$ cat config.mk
export PLATFORM = sky130hd
export DESIGN_NAME = amem_core_ctl
export DESIGN_NICKNAME = d
export VERILOG_FILES = /design/src/rtl/amem_pkg.sv /design/src/rtl/amem_cell_bank.sv /design/src/rtl/amem_core_ctl.sv
export SDC_FILE = /design/constraint.sdc
export NUM_CORES = 1
export LEC_CHECK = 0
export CAP_MARGIN = 5
export CORE_UTILIZATION = 59
export DETAILED_ROUTE_END_ITERATION = 8
export PLACE_DENSITY_LB_ADDON = 0.3
export SYNTH_ARGS = -nofsm -noshare
export SYNTH_HDL_FRONTEND = slang
export SYNTH_SLANG_ARGS = --single-unit
export TNS_END_PERCENT = 50
$ cat constraint.sdc
create_clock -name clk -period 3.64 [get_ports clk]
set_clock_uncertainty 0.05 [all_clocks]
set_input_delay 0.364 -clock clk [delete_from_list [all_inputs] [get_ports clk]]
set_output_delay 0.364 -clock clk [all_outputs]
set_load 0.1 [all_outputs]
$ cat src/rtl/amem_pkg.sv
// amem_pkg
// Shared definitions for the APP analog memory core controller:
// default geometry constants, the capture FSM state type and the
// cell one-hot decode used to drive the analog sample selects.
// No ports (package).
package amem_pkg;

  localparam int NCELLS_DEF = 8;
  localparam int CNT_W_DEF  = 8;
  localparam int META_W_DEF = 8;

  // Widest cell bank supported; decode is done at this width and
  // narrowed by the caller to its own NCELLS.
  localparam int MAX_CELLS = 16;

  typedef enum logic {
    ST_IDLE   = 1'b0,
    ST_SAMPLE = 1'b1
  } state_t;

  function automatic logic [MAX_CELLS-1:0] cell_onehot(input logic [3:0] idx);
    cell_onehot      = '0;
    cell_onehot[idx] = 1'b1;
  endfunction

endpackage

$ cat src/rtl/amem_cell_bank.sv
// amem_cell_bank
// Per-cell storage of event metadata and TOT width for the analog
// memory controller. A whole event is written at once when it commits.
// Ports:
//   clk, resetb      clock and synchronous active-low reset (clears storage)
//   i_wr_en          write strobe
//   i_wr_idx         cell written
//   i_wr_meta/tot    event metadata and TOT width to store
//   i_rd_idx         cell read (asynchronous read port)
//   o_rd_meta/tot    stored metadata and TOT width of i_rd_idx
module amem_cell_bank
  import amem_pkg::*;
#(
  parameter int NCELLS = NCELLS_DEF,
  parameter int CNT_W  = CNT_W_DEF,
  parameter int META_W = META_W_DEF,
  localparam int IDX_W = $clog2(NCELLS)
) (
  input  logic              clk,
  input  logic              resetb,
  input  logic              i_wr_en,
  input  logic [IDX_W-1:0]  i_wr_idx,
  input  logic [META_W-1:0] i_wr_meta,
  input  logic [CNT_W-1:0]  i_wr_tot,
  input  logic [IDX_W-1:0]  i_rd_idx,
  output logic [META_W-1:0] o_rd_meta,
  output logic [CNT_W-1:0]  o_rd_tot
);

  logic [META_W-1:0] r_meta [NCELLS];
  logic [CNT_W-1:0]  r_tot  [NCELLS];

  // Storage is cleared on reset so a read of a never-written cell is
  // deterministic.
  always_ff @(posedge clk) begin
    if (!resetb) begin
      for (int i = 0; i < NCELLS; i++) begin
        r_meta[i] <= '0;
        r_tot[i]  <= '0;
      end
    end else if (i_wr_en) begin
      r_meta[i_wr_idx] <= i_wr_meta;
      r_tot[i_wr_idx]  <= i_wr_tot;
    end
  end

  assign o_rd_meta = r_meta[i_rd_idx];
  assign o_rd_tot  = r_tot[i_rd_idx];

endmodule

$ cat src/rtl/amem_core_ctl.sv
// amem_core_ctl
// Controller for the APP analog memory core. Detects TOT pulses,
// allocates a storage cell per pulse, drives its one-hot sample
// select, measures the pulse width and serves events to readout FIFO-order.
// Ports:
//   clk, resetb_full  clock and synchronous active-low reset
//   TOT               comparator time-over-threshold level (synchronous)
//   metadata          event tag, sampled on the TOT rise
//   rd_req            readout request
//   rd_valid          one-cycle strobe qualifying rd_meta/rd_tot/rd_cell
//   wr_sel            one-hot analog sample select, zero when idle
//   occupancy         committed unread events; full/empty derived from it
//   overflow          sticky: a pulse was dropped because all cells were busy
module amem_core_ctl
  import amem_pkg::*;
#(
  parameter int NCELLS = NCELLS_DEF,
  parameter int CNT_W  = CNT_W_DEF,
  parameter int META_W = META_W_DEF,
  localparam int IDX_W = $clog2(NCELLS),
  localparam int OCC_W = IDX_W + 1
) (
  input  logic              clk,
  input  logic              resetb_full,
  input  logic              TOT,
  input  logic [META_W-1:0] metadata,
  input  logic              rd_req,
  output logic              rd_valid,
  output logic [META_W-1:0] rd_meta,
  output logic [CNT_W-1:0]  rd_tot,
  output logic [IDX_W-1:0]  rd_cell,
  output logic [NCELLS-1:0] wr_sel,
  output logic [OCC_W-1:0]  occupancy,
  output logic              full,
  output logic              empty,
  output logic              overflow
);

  state_t            r_state, w_next_state;
  logic              r_tot_q;
  logic [CNT_W-1:0]  r_cnt;
  logic [META_W-1:0] r_meta_hold;
  logic [IDX_W-1:0]  r_wptr, r_rptr;
  logic [OCC_W-1:0]  r_occ;
  logic              r_overflow;
  logic              r_rd_valid;
  logic [META_W-1:0] r_rd_meta;
  logic [CNT_W-1:0]  r_rd_tot;
  logic [IDX_W-1:0]  r_rd_cell;

  logic              w_rise, w_fall;
  logic              w_start, w_commit, w_drop, w_rd_grant;
  logic              w_full, w_empty;
  logic [META_W-1:0] w_bank_meta;
  logic [CNT_W-1:0]  w_bank_tot;

  assign w_rise  = TOT & ~r_tot_q;
  assign w_fall  = ~TOT & r_tot_q;
  assign w_full  = (r_occ == OCC_W'(NCELLS));
  assign w_empty = (r_occ == '0);

  // A read is granted only when something is committed and the previous
  // strobe has finished, so each grant yields exactly one rd_valid cycle.
  assign w_rd_grant = rd_req & ~w_empty & ~r_rd_valid;

  always_ff @(posedge clk) begin
    if (!resetb_full) r_state <= ST_IDLE;
    else              r_state <= w_next_state;
  end

  // The full check at the rise is what keeps an unread cell from being
  // reallocated: occupancy counts committed cells only, and the cell at
  // wptr is free whenever occupancy is below NCELLS.
  always_comb begin
    w_next_state = r_state;
    w_start      = 1'b0;
    w_commit     = 1'b0;
    w_drop       = 1'b0;
    wr_sel       = '0;
    case (r_state)
      ST_IDLE: begin
        if (w_rise) begin
          if (w_full) begin
            w_drop = 1'b1;
          end else begin
            w_start      = 1'b1;
            w_next_state = ST_SAMPLE;
          end
        end
      end
      ST_SAMPLE: begin
        wr_sel = NCELLS'(cell_onehot(4'(r_wptr)));
        if (w_fall) begin
          w_commit     = 1'b1;
          w_next_state = ST_IDLE;
        end
      end
      default: w_next_state = ST_IDLE;
    endcase
  end

  // Metadata is held until the commit so the cell bank sees the whole
  // event in a single write; only committed cells are ever read.
  always_ff @(posedge clk) begin
    if (!resetb_full) begin
      r_tot_q     <= 1'b0;
      r_cnt       <= '0;
      r_meta_hold <= '0;
      r_wptr      <= '0;
      r_rptr      <= '0;
      r_occ       <= '0;
      r_overflow  <= 1'b0;
      r_rd_valid  <= 1'b0;
      r_rd_meta   <= '0;
      r_rd_tot    <= '0;
      r_rd_cell   <= '0;
    end else begin
      r_tot_q <= TOT;

      if (w_start) begin
        r_meta_hold <= metadata;
        r_cnt       <= CNT_W'(1);
      end else if (r_state == ST_SAMPLE && TOT && r_cnt != '1) begin
        r_cnt <= r_cnt + 1'b1;
      end

      if (w_drop)   r_overflow <= 1'b1;
      if (w_commit) r_wptr     <= r_wptr + 1'b1;

      r_rd_valid <= w_rd_grant;
      if (w_rd_grant) begin
        r_rd_meta <= w_bank_meta;
        r_rd_tot  <= w_bank_tot;
        r_rd_cell <= r_rptr;
        r_rptr    <= r_rptr + 1'b1;
      end

      case ({w_commit, w_rd_grant})
        2'b10:   r_occ <= r_occ + 1'b1;
        2'b01:   r_occ <= r_occ - 1'b1;
        default: r_occ <= r_occ;
      endcase
    end
  end

  amem_cell_bank #(
    .NCELLS(NCELLS),
    .CNT_W (CNT_W),
    .META_W(META_W)
  ) u_bank (
    .clk      (clk),
    .resetb   (resetb_full),
    .i_wr_en  (w_commit),
    .i_wr_idx (r_wptr),
    .i_wr_meta(r_meta_hold),
    .i_wr_tot (r_cnt),
    .i_rd_idx (r_rptr),
    .o_rd_meta(w_bank_meta),
    .o_rd_tot (w_bank_tot)
  );

  assign rd_valid  = r_rd_valid;
  assign rd_meta   = r_rd_meta;
  assign rd_tot    = r_rd_tot;
  assign rd_cell   = r_rd_cell;
  assign occupancy = r_occ;
  assign full      = w_full;
  assign empty     = w_empty;
  assign overflow  = r_overflow;

endmodule

Yosys cells after proc, flatten, opt, wreduce, memory -nomap -nowiden
Memories as Yosys holds them, arrays and structs flattened. A register that Yosys moved wholly into a read port is not among the register bits.
Cells that the tools add are included.
{"block": "totals", "regBits": 33, "out_inout_bits": 35, "elab_cells": 71, "in_bits": 12, "ramBits": 128, "n_memories": 2}
{"memory": "u_bank.r_meta", "words": 8, "word_bits": 8, "read_ports": 1, "rd_ports_with_merged_regs": 1, "write_ports": 8, "line_no": "amem_cell_bank.sv:30", "text": "logic [META_W-1:0] r_meta [NCELLS];"}
{"memory": "u_bank.r_tot", "words": 8, "word_bits": 8, "read_ports": 1, "rd_ports_with_merged_regs": 1, "write_ports": 8, "line_no": "amem_cell_bank.sv:31", "text": "logic [CNT_W-1:0] r_tot [NCELLS];"}
{"block": "classes", "n_eq_ne": 4, "magnitude_cmp": 2, "n_addsub": 5, "n_reduce_logical": 11, "mux": 26, "bitwise": 10}
{"op": "$mux 8", "count": 3}
{"op": "$mux 1", "count": 18}
{"op": "$reduce_or 8->1", "count": 2}
{"op": "$add 8x1->8 const B", "count": 1}
{"op": "$ne 8x8->1 const B", "count": 1}
{"op": "$pmux 4 s2", "count": 1}
{"op": "$add 3x1->3 const B", "count": 2}
{"op": "$mux 3", "count": 2}
{"op": "$not 1->1", "count": 6}
{"op": "$lt 3x5->1 const B", "count": 1}
{"op": "$add 4x1->4 const B", "count": 1}
{"op": "$and 1x1->1", "count": 4}
{"op": "$eq 4x4->1 const B", "count": 1}
{"op": "$logic_not 4->1", "count": 1}
{"op": "$reduce_bool 2->1", "count": 2}
{"op": "$sub 4x1->4 const B", "count": 1}
{"op": "$demux 1 s3", "count": 1}
{"op": "$ge 3x1->1 const B", "count": 1}
{"op": "$logic_and 1x1->1", "count": 3}
{"op": "$eq 2x1->1 const B", "count": 1}
{"op": "$eq 2x2->1 const B", "count": 1}
{"op": "$logic_not 1->1", "count": 2}
{"op": "$pmux 1 s2", "count": 1}
{"op": "$reduce_or 2->1", "count": 1}

Logic depth before layout (Yosys ltp)
Gate-level depths: netlist of run 1.
{"block": "depth", "word_depth": 9, "ltp_mapped": 10, "mapped_depth_nobuf": 8}

Modules after synthesis
A second synthesis of run 1 with hierarchy kept.
{"block": "unflattened", "cells_unflattened": 610, "hier_area_um2": 8135.3}
{"mod": "amem_cell_bank", "instances": 1, "seq_area_each_um2": 3843.7, "cells_per_inst": 373, "area_per_inst_um2": 5804.3}
{"mod": "amem_core_ctl", "instances": 1, "seq_area_each_um2": 980.9, "cells_per_inst": 237, "area_per_inst_um2": 2331.0}

Worst setup path before layout of run 1
OpenSTA, ideal clock, no wires.
{"block": "synth_timing", "path_kind": "reg2reg", "startpoint": "register r_occ[3], in the netlist occupancy[3]", "endpoint": "register r_meta_hold[0]", "t_required_ps": 3474, "path_stages_with_launch": 6, "setup_time_ps": 116, "path_slack_ps": -81, "arrival_time_ps": 3555, "n_path_buf": 1, "synth_period_minus_slack_ps": 3721, "path_cell_list": "dfxtp_1 nor4b_2 nand3b_1 buf_6 mux2i_1 nor2b_1"}
{"block": "synth_between", "elab_chain_len": 4}
{"item": "start: declaration", "line_no": "amem_core_ctl.sv:44", "text": "logic [OCC_W-1:0] r_occ;"}
{"item": "start signal: assignment", "line_no": "amem_core_ctl.sv:139", "text": "2'b10: r_occ <= r_occ + 1'b1;"}
{"item": "start signal: assignment", "line_no": "amem_core_ctl.sv:140", "text": "2'b01: r_occ <= r_occ - 1'b1;"}
{"item": "start signal: assignment", "line_no": "amem_core_ctl.sv:141", "text": "default: r_occ <= r_occ;"}
{"item": "$eq 4x4->1", "line_no": "amem_core_ctl.sv:59", "text": "assign w_full = (r_occ == OCC_W'(NCELLS));"}
{"item": "net full", "line_no": "amem_core_ctl.sv:34", "text": "output logic full,"}
{"item": "$mux 1", "line_no": "amem_core_ctl.sv:83", "text": "if (w_full) begin"}
{"item": "$mux 1", "line_no": "amem_core_ctl.sv:82", "text": "if (w_rise) begin"}
{"item": "$mux 1", "line_no": "amem_core_ctl.sv:80", "text": "case (r_state)"}
{"item": "end signal: assignment", "line_no": "amem_core_ctl.sv:121", "text": "r_meta_hold <= metadata;"}
{"item": "end: declaration", "line_no": "amem_core_ctl.sv:42", "text": "logic [META_W-1:0] r_meta_hold;"}
The timed path passes the listed nets, and every way through them passes these cells.
A chain may end at the register's enable or synchronous reset.

Worst setup path in the final report of run 1
{"block": "layout_timing", "startpoint": "register r_wptr[1]", "endpoint": "output port wr_sel[3]"}
{"block": "layout_between", "elab_chain_len": 5, "word_cells_on_any_way": 6, "cone_classes": "order compare (2); mux (3); reduce/logical (1)"}
{"item": "start: declaration", "line_no": "amem_core_ctl.sv:43", "text": "logic [IDX_W-1:0] r_wptr, r_rptr;"}
{"item": "start signal: assignment", "line_no": "amem_core_ctl.sv:128", "text": "if (w_commit) r_wptr <= r_wptr + 1'b1;"}
{"item": "$lt 3x5->1 (not written as such) or $ge 3x1->1 (tied branches)", "line_no": "amem_pkg.sv:23", "text": "cell_onehot[idx] = 1'b1;"}
{"item": "$logic_and 1x1->1 (not written as such)", "line_no": "amem_pkg.sv:23"}
{"item": "$mux 1 (not written as such)", "line_no": "amem_pkg.sv:23"}
{"item": "$demux 1 s3 (*)", "line_no": "amem_pkg.sv:23"}
{"item": "$mux 8 (*)", "line_no": "amem_core_ctl.sv:80"}
{"item": "end: declaration", "line_no": "amem_core_ctl.sv:32", "text": "output logic [NCELLS-1:0] wr_sel,"}
Mark *: on every way between the ends. The rest lies on a longest branch, timed or not.

==> impl_results.md, run 1 <==
* CP startpoint kind: flip-flop
* Cells after Synth at 587
* Post-CTS Setup Bufs at 0
* Setup violations, final at 0
* Clk network pwr share at 39.4%
* Net Switching at 1.01 mW
* Die span in y at 118 µm
* Total chip power at 4.39 mW
* Total leakage power at 3.29 nW
* Fmax at 0.334 GHz
* Multiplexer share of the synthesized area at 11.1%
* # Max-Cap Violations at 0
* Cell Area, Placed at 8510 µm²
* Commonest non-fill, non-tap cell in the layout: and2_1
* Port Buffers at 46
* RSZ-0062 raised after global routing: false
* Min cycle time layout at 3000 ps
* Fill count at 870
* Status: finished, final reports clean
* Setup WS pre-CTS at 954 ps
* Max Root-Sink Buffers at 2
* Layout cells sized above 1 at 15.1%
* DIE AREA at 13900 µm²
* Global-route wire length before repair at 26.9 mm
* TNS Setup at 0 ps
* DR iter-0 viols at 394
* Seq cells post-synth at 177
* Cts bufs inserted at 17
* P_int at 3.39 mW
* Total vias in the final route at 4795
* Mean Syn Cell Area at 13.5 µm²
* Mapped Nets at 606
* Sequential fraction of design power at 52.1%
* Post-synth top area cell: edfxtp_1
* Yosys warnings at 0
* FF-to-FF path depth at 8
* Fin. Hold Viols at 0
* Hold Path Class: flip-flop to flip-flop
* Worst-margin pin slew at 996 ps
* Drt pass-1 iters at 5
* Max incr delay on CP at 1140 ps
* Core Rows at 41
* Slew Limit Headroom at 33.4%
* Maximum level of the CTS H-tree at 4
* Final Non-Filler Cells at 815
* Drt wl/cell at 20.7 µm
* Die Width at 118 µm
* Worst vdd ir at 0.258 mV
* Max FO, Critical Path at 9
* Prevailing post-synth register cell: edfxtp_1
* Max Slew Vio Count at 0
* Routed vias/inst at 5.88
* GRT Util Overall at 26.4%
* Count of cell types in the netlist at 45
* Crit. End Element: output port
* Clk slew on worst S/H paths at 60 ps
* CTS tree: done
* Grt ovf at 0
* Register area at 4830 µm²
* Final instance area at 9080 µm²
* Worst path cell trace: nand2_1 > nor2_1 > clkdlybuf4s50_1
* Hold depth at 2
* Clk sinks at 177
* Post-synthesis adder-cell area fraction at 1.20%
* Final Wtd Congestion at 0.782
* Final setup margin at 643 ps
* Largest family of logic cells by synthesized area: simple AND/OR/NAND/NOR gates
* Setup CP Type: flip-flop to output port
* Routed Antenna Nets at 0
* Hpwl dp at 10.7 mm
* Top Family by Delay on Critical Path: buffers and inverters
* Core Area at 12800 µm²
* Most frequent cells in the layout: and2_1 (137), edfxtp_1 (128), dfxtp_1 (48)
* Total routed wirelength at 16.9 mm
* Clk_lat worst skew at 430 ps
* CTS resizes at 0
* Synth Area in Compound Gates at 4.28%
* Final critical-path share of the clock period at 82.3%
* Async set-or-reset flop fraction in the synthesized netlist at 0%
* Antenna fix cells at 0
* Critical path depth at 3
* Fraction of synthesized cell area in xor and xnor cells at 1.11%
* Number of synthesized flops with an enable pin at 128
* Slowest cell on crit path: clkdlybuf4s50_1
* WP data arrival at 2580 ps
* Synth area leaders: edfxtp_1 (49%), dfxtp_1 (12%), and2_1 (11%), mux4_2 (9.1%), mux2i_1 (2.0%)
* Largest net degree at the start of global routing at 53
* Starting density of the core at 61.7%
* Root Buffer: clkbuf_16
* Seq/Total Area, Yosys at 61.0%
* PD cells at 484 nW/µm²
* Combinational power share at 8.5%
* DRC Markers at 0
* Vias in the first global route at 4983
* Critical Path RT at 3230 ps
* Layout Area Growth over Synthesis at 14.8%
* CP bufs+invs at 1
* Sw frac at 22.9%
* Multi-input gate area at 2880 µm²
* Synth Area in Simple Gates at 18.5%
* Placed insts at 783
* Hold buffer count at CTS at 0
* I/O Pins at 47
* Final nets at 649
* Post-synth top area share at 48.6%
* Synthesized cell area at 7910 µm²
* Initial antenna violation count at 0
## metrics by stage
step | util [%] | hold slack [ps]
4_1_cts | 70.8 | 455
2_1_floorplan | - | 436
3_5_place_dp | 66.4 | 449
6_report | 70.8 | 452
5_1_grt | 70.8 | 483
3_3_place_gp | 66.4 | 424
## cells in the mapped netlist (2+ instances only)
cell type    n
a21oi_1      2
and3_1       4
and2_1     137
edfxtp_1   128
a31oi_1     18
o21ai_0     23
o21ai_1      2
clkbuf_1    17
a311oi_1     2
buf_6        4
nand3b_1     2
nand2_1     40
buf_4        3
buf_2       11
nand2b_1     9
nor2_1      17
ha_1         6
a21boi_0     2
nand3_1      2
inv_1        6
o211ai_1     3
nor3_4       2
nor2_2       6
xor2_1       7
mux2i_1     16
mux4_2      32
dfxtp_1     49
nor2b_1     15
nor3_1       2
buf_1        3
xnor2_1      3
## worst reg2reg max path: cells and delay by family, from the launching register on
family | cells | cell delay (ps)
mux | 2 | 430
compound gates | 2 | 330
simple gates | 2 | 720
fa+ha+maj | 2 | 530
flops | 1 | 380
## final cells by class
type                    instances  share of cell area (%)
flip-flops and latches        177                    53.1
multi-input cells             366                    31.7
repair buffers                 62                    6.28
clock buffers                  28                    6.05
well taps                     172                    2.37
inverters                       6                   0.248
clock inverters                 4                   0.220
## flip-flops by register name, indices dropped and copies added (netlist names)
register and cells:
r_state 1, rd_meta 8, r_wptr 3, rd_tot 8
r_meta_hold 8, r_rptr 3, r_cnt 8, r_tot_q 1
rd_cell 3, occupancy 4, u_bank.r_meta 64, u_bank.r_tot 64
overflow 1, rd_valid 1
## final timing paths
check,slack [ps],end,from
min reg2reg,450,occupancy[3],occupancy[3]
min,450,occupancy[3],occupancy[3]
max reg2reg,1130,occupancy[3],occupancy[0]
max,640,wr_sel[3],r_wptr[1]
## power by group through the flow
| stage | Sequential (mW) | Clock (mW) | Combinational (mW) |
|---|---|---|---|
| final | 2.29 | 1.73 | 0.373 |
| after global routing | 2.30 | 1.82 | 0.395 |
| after CTS | 2.29 | 1.74 | 0.375 |
| after detailed placement | 2.33 | 0 | 0.373 |
| after global placement | 2.33 | 0 | 0.367 |
| after floorplan | 2.41 | 0 | 0.194 |
## layer usage
layer / vias to the layer above / wire length (µm) / global-route usage (%)
li1: 2190 / - / -
met2: 133 / 8900 / 45.2
met5: - / 0 / 0
met3: 29 / 708 / 5.09
met4: 0 / 348 / 11.7
met1: 2443 / 6950 / 32.5
## cell families (layout without fill, tap and decap cells)
family	after synthesis	in the layout
and+or+nand+nor	245	245
muxes	48	48
adders and majority gates	7	7
AOI/OAI and AO/OA	56	56
DFF	177	177
xor gates and xnor gates	10	10
buffers and inverters	44	100
Power figures use the tool's default switching activity.
==> run 2, diff against run 1 <==
==> constraint.sdc (replaced) <==
create_clock -name clk -period 3 [get_ports clk]
set_clock_uncertainty 0.05 [all_clocks]
set_input_delay 0.3 -clock clk [delete_from_list [all_inputs] [get_ports clk]]
set_output_delay 0.3 -clock clk [all_outputs]
set_load 0.1 [all_outputs]
==> run 2 against run 1 <==
  * Critical path depth grew 5
  * First-iteration DRC count grew 15%
  * Global-route usage shrank 0.21 points
  * Design area shrank 1.2%
  * Sequential share of layout area grew 0.64 points
  * Die area is the same
  * Routed wire length shrank 0.56%
  * Count of clock-buffer cells in the layout shrank 6
  * Non-clock buffer count grew 3
  * Hold slack lost 18 ps
  * Sequential power grew 21%
  * Combinational power grew 23%
  * Largest power group unchanged
==> impl_results.md, run 2 (same netlist as run 1, synthesis figures left out) <==
* Status: finished, final reports clean
* Hold buffer count at CTS at 0
* Die span in y at 118 µm
* Max FO, Critical Path at 6
* Commonest non-fill, non-tap cell in the layout: and2_1
* Maximum level of the CTS H-tree at 4
* Layout cells sized above 1 at 20.0%
* Hold depth at 3
* Final hold slack at 434 ps
* Total vias in the final route at 4687
* Uppermost layer routed: met4
* CTS resizes at 0
* Hpwl dp at 10.6 mm
* Antenna fix cells at 0
* FF-to-FF End: occupancy[3]
* I/O Pins at 47
* Core Area at 12800 µm²
* Top Registers: u_bank.r_meta x64, u_bank.r_tot x64
* Final setup margin at 348 ps
* Layout Area Growth over Synthesis at 13.4%
* DR iter-0 viols at 454
* # Max-Cap Violations at 0
* Starting density of the core at 61.7%
* Most frequent cells in the layout: and2_1 (137), edfxtp_1 (128), buf_4 (53)
* Total leakage power at 3.34 nW
* DRC Markers at 0
* WL met1 at 6.73 mm
* CTS tree: done
* Final Wtd Congestion at 0.789
* GRT Util Overall at 26.2%
* Global-route wire length before repair at 26.7 mm
* Routed Antenna Nets at 0
* Final instance area at 8970 µm²
* Root Buffer: clkbuf_16
* Setup WS pre-CTS at 428 ps
* WP data arrival at 2950 ps
* Crit. End Element: flip-flop
* CP Capture Point: occupancy[3]
* Drt pass-1 iters at 4
* Initial antenna violation count at 0
* Worst hold start: metadata[5]
* Cts bufs inserted at 17
* Post-CTS Setup Bufs at 0
* Setup violations, final at 0
* FF-to-FF path depth at 8
* PD cells at 575 nW/µm²
* Max Root-Sink Buffers at 2
* Worst vdd ir at 0.424 mV
* Fin. Hold Viols at 0
* Port Buffers at 46
* Die Width at 118 µm
* Clk_lat worst skew at 430 ps
* Cell Area, Placed at 8470 µm²
* R2R Setup Slk at 350 ps
* Drt wl/cell at 20.6 µm
* Metal2 WL at 8.89 mm
* RSZ-0062 raised after global routing: false
* Slew Limit Headroom at 48.6%
* Critical Path RT at 3300 ps
* Clk slew on worst S/H paths at 60 ps
* CP startpoint kind: flip-flop
* DIE AREA at 13900 µm²
* Min cycle time layout at 2650 ps
* Routed vias/inst at 5.74
* Max Slew Vio Count at 0
* Total routed wirelength at 16.8 mm
* Setup CP Type: flip-flop to flip-flop
* Final nets at 652
* Final critical-path share of the clock period at 88.4%
* Clk sinks at 177
* Worst-margin pin slew at 770 ps
* Fmax at 0.377 GHz
* Worst Setup SP: occupancy[0]
* Met3 WL at 977 µm
* Hold Path Class: primary input to flip-flop
* Grt ovf at 0
* Largest net degree at the start of global routing at 53
* Reg-to-reg startpoint: occupancy[0]
* Vias in the first global route at 4954
* Core Rows at 41
==> run 2: changes by cell type in the layout (fill, tap and decap cells not counted), sizes merged <==
| cell | change |
|---|---|
| clkdlybuf4s50 | -31 |
| clkbuf | -6 |
| buf | +34 |
| clkinvlp | +1 |
| clkinv | +3 |
==> run 2: worst max-delay path: stages, from the launching register on <==
cell	delay [ps]
dfxtp_1	400
or4_4	570
and2_4	160
ha_1	230
ha_1	280
a21o_1	180
a21oi_1	220
mux2i_1	270
mux2i_1	220
==> run 2: through the flow <==
stage	TNS (ps)	instances	power, mW	util, %
2_1_floorplan	-195	587	3.15	-
3_3_place_gp	0	786	3.27	66.0
3_5_place_dp	0	786	3.28	66.0
4_1_cts	0	816	5.19	70.0
5_1_grt	0	816	5.32	70.0
6_report	0	816	5.16	70.0
==> run 2: cell type report <==
type	count	area (µm²)
clock buffers	22	464
clock inverters	8	40.0
fillers	935	3850
inverters	6	22.5
multi-input cells	366	2880
flip-flops and latches	177	4830
well taps	172	215
repair buffers	65	528
==> run 2: worst min-delay path by stage <==
stage | to | slack, ps
global placement | overflow | 430
CTS | r_meta_hold[5] | 420
floorplan | r_tot_q | 370
finish | r_meta_hold[5] | 430
detailed placement | overflow | 430
global route | r_meta_hold[5] | 440
==> run 2: layer usage <==
layer	up-vias	track usage (%)
met1	2348	31.3
met3	15	5.23
met4	0	11.1
li1	2187	-
met2	137	46.0
met5	-	0
==> run 2: power breakdown <==
group | switching [mW] | internal (mW) | total (mW)
Clock | 0.855 | 1.08 | 1.93
Combinational | 0.301 | 0.156 | 0.458
Sequential | 0.0646 | 2.71 | 2.77
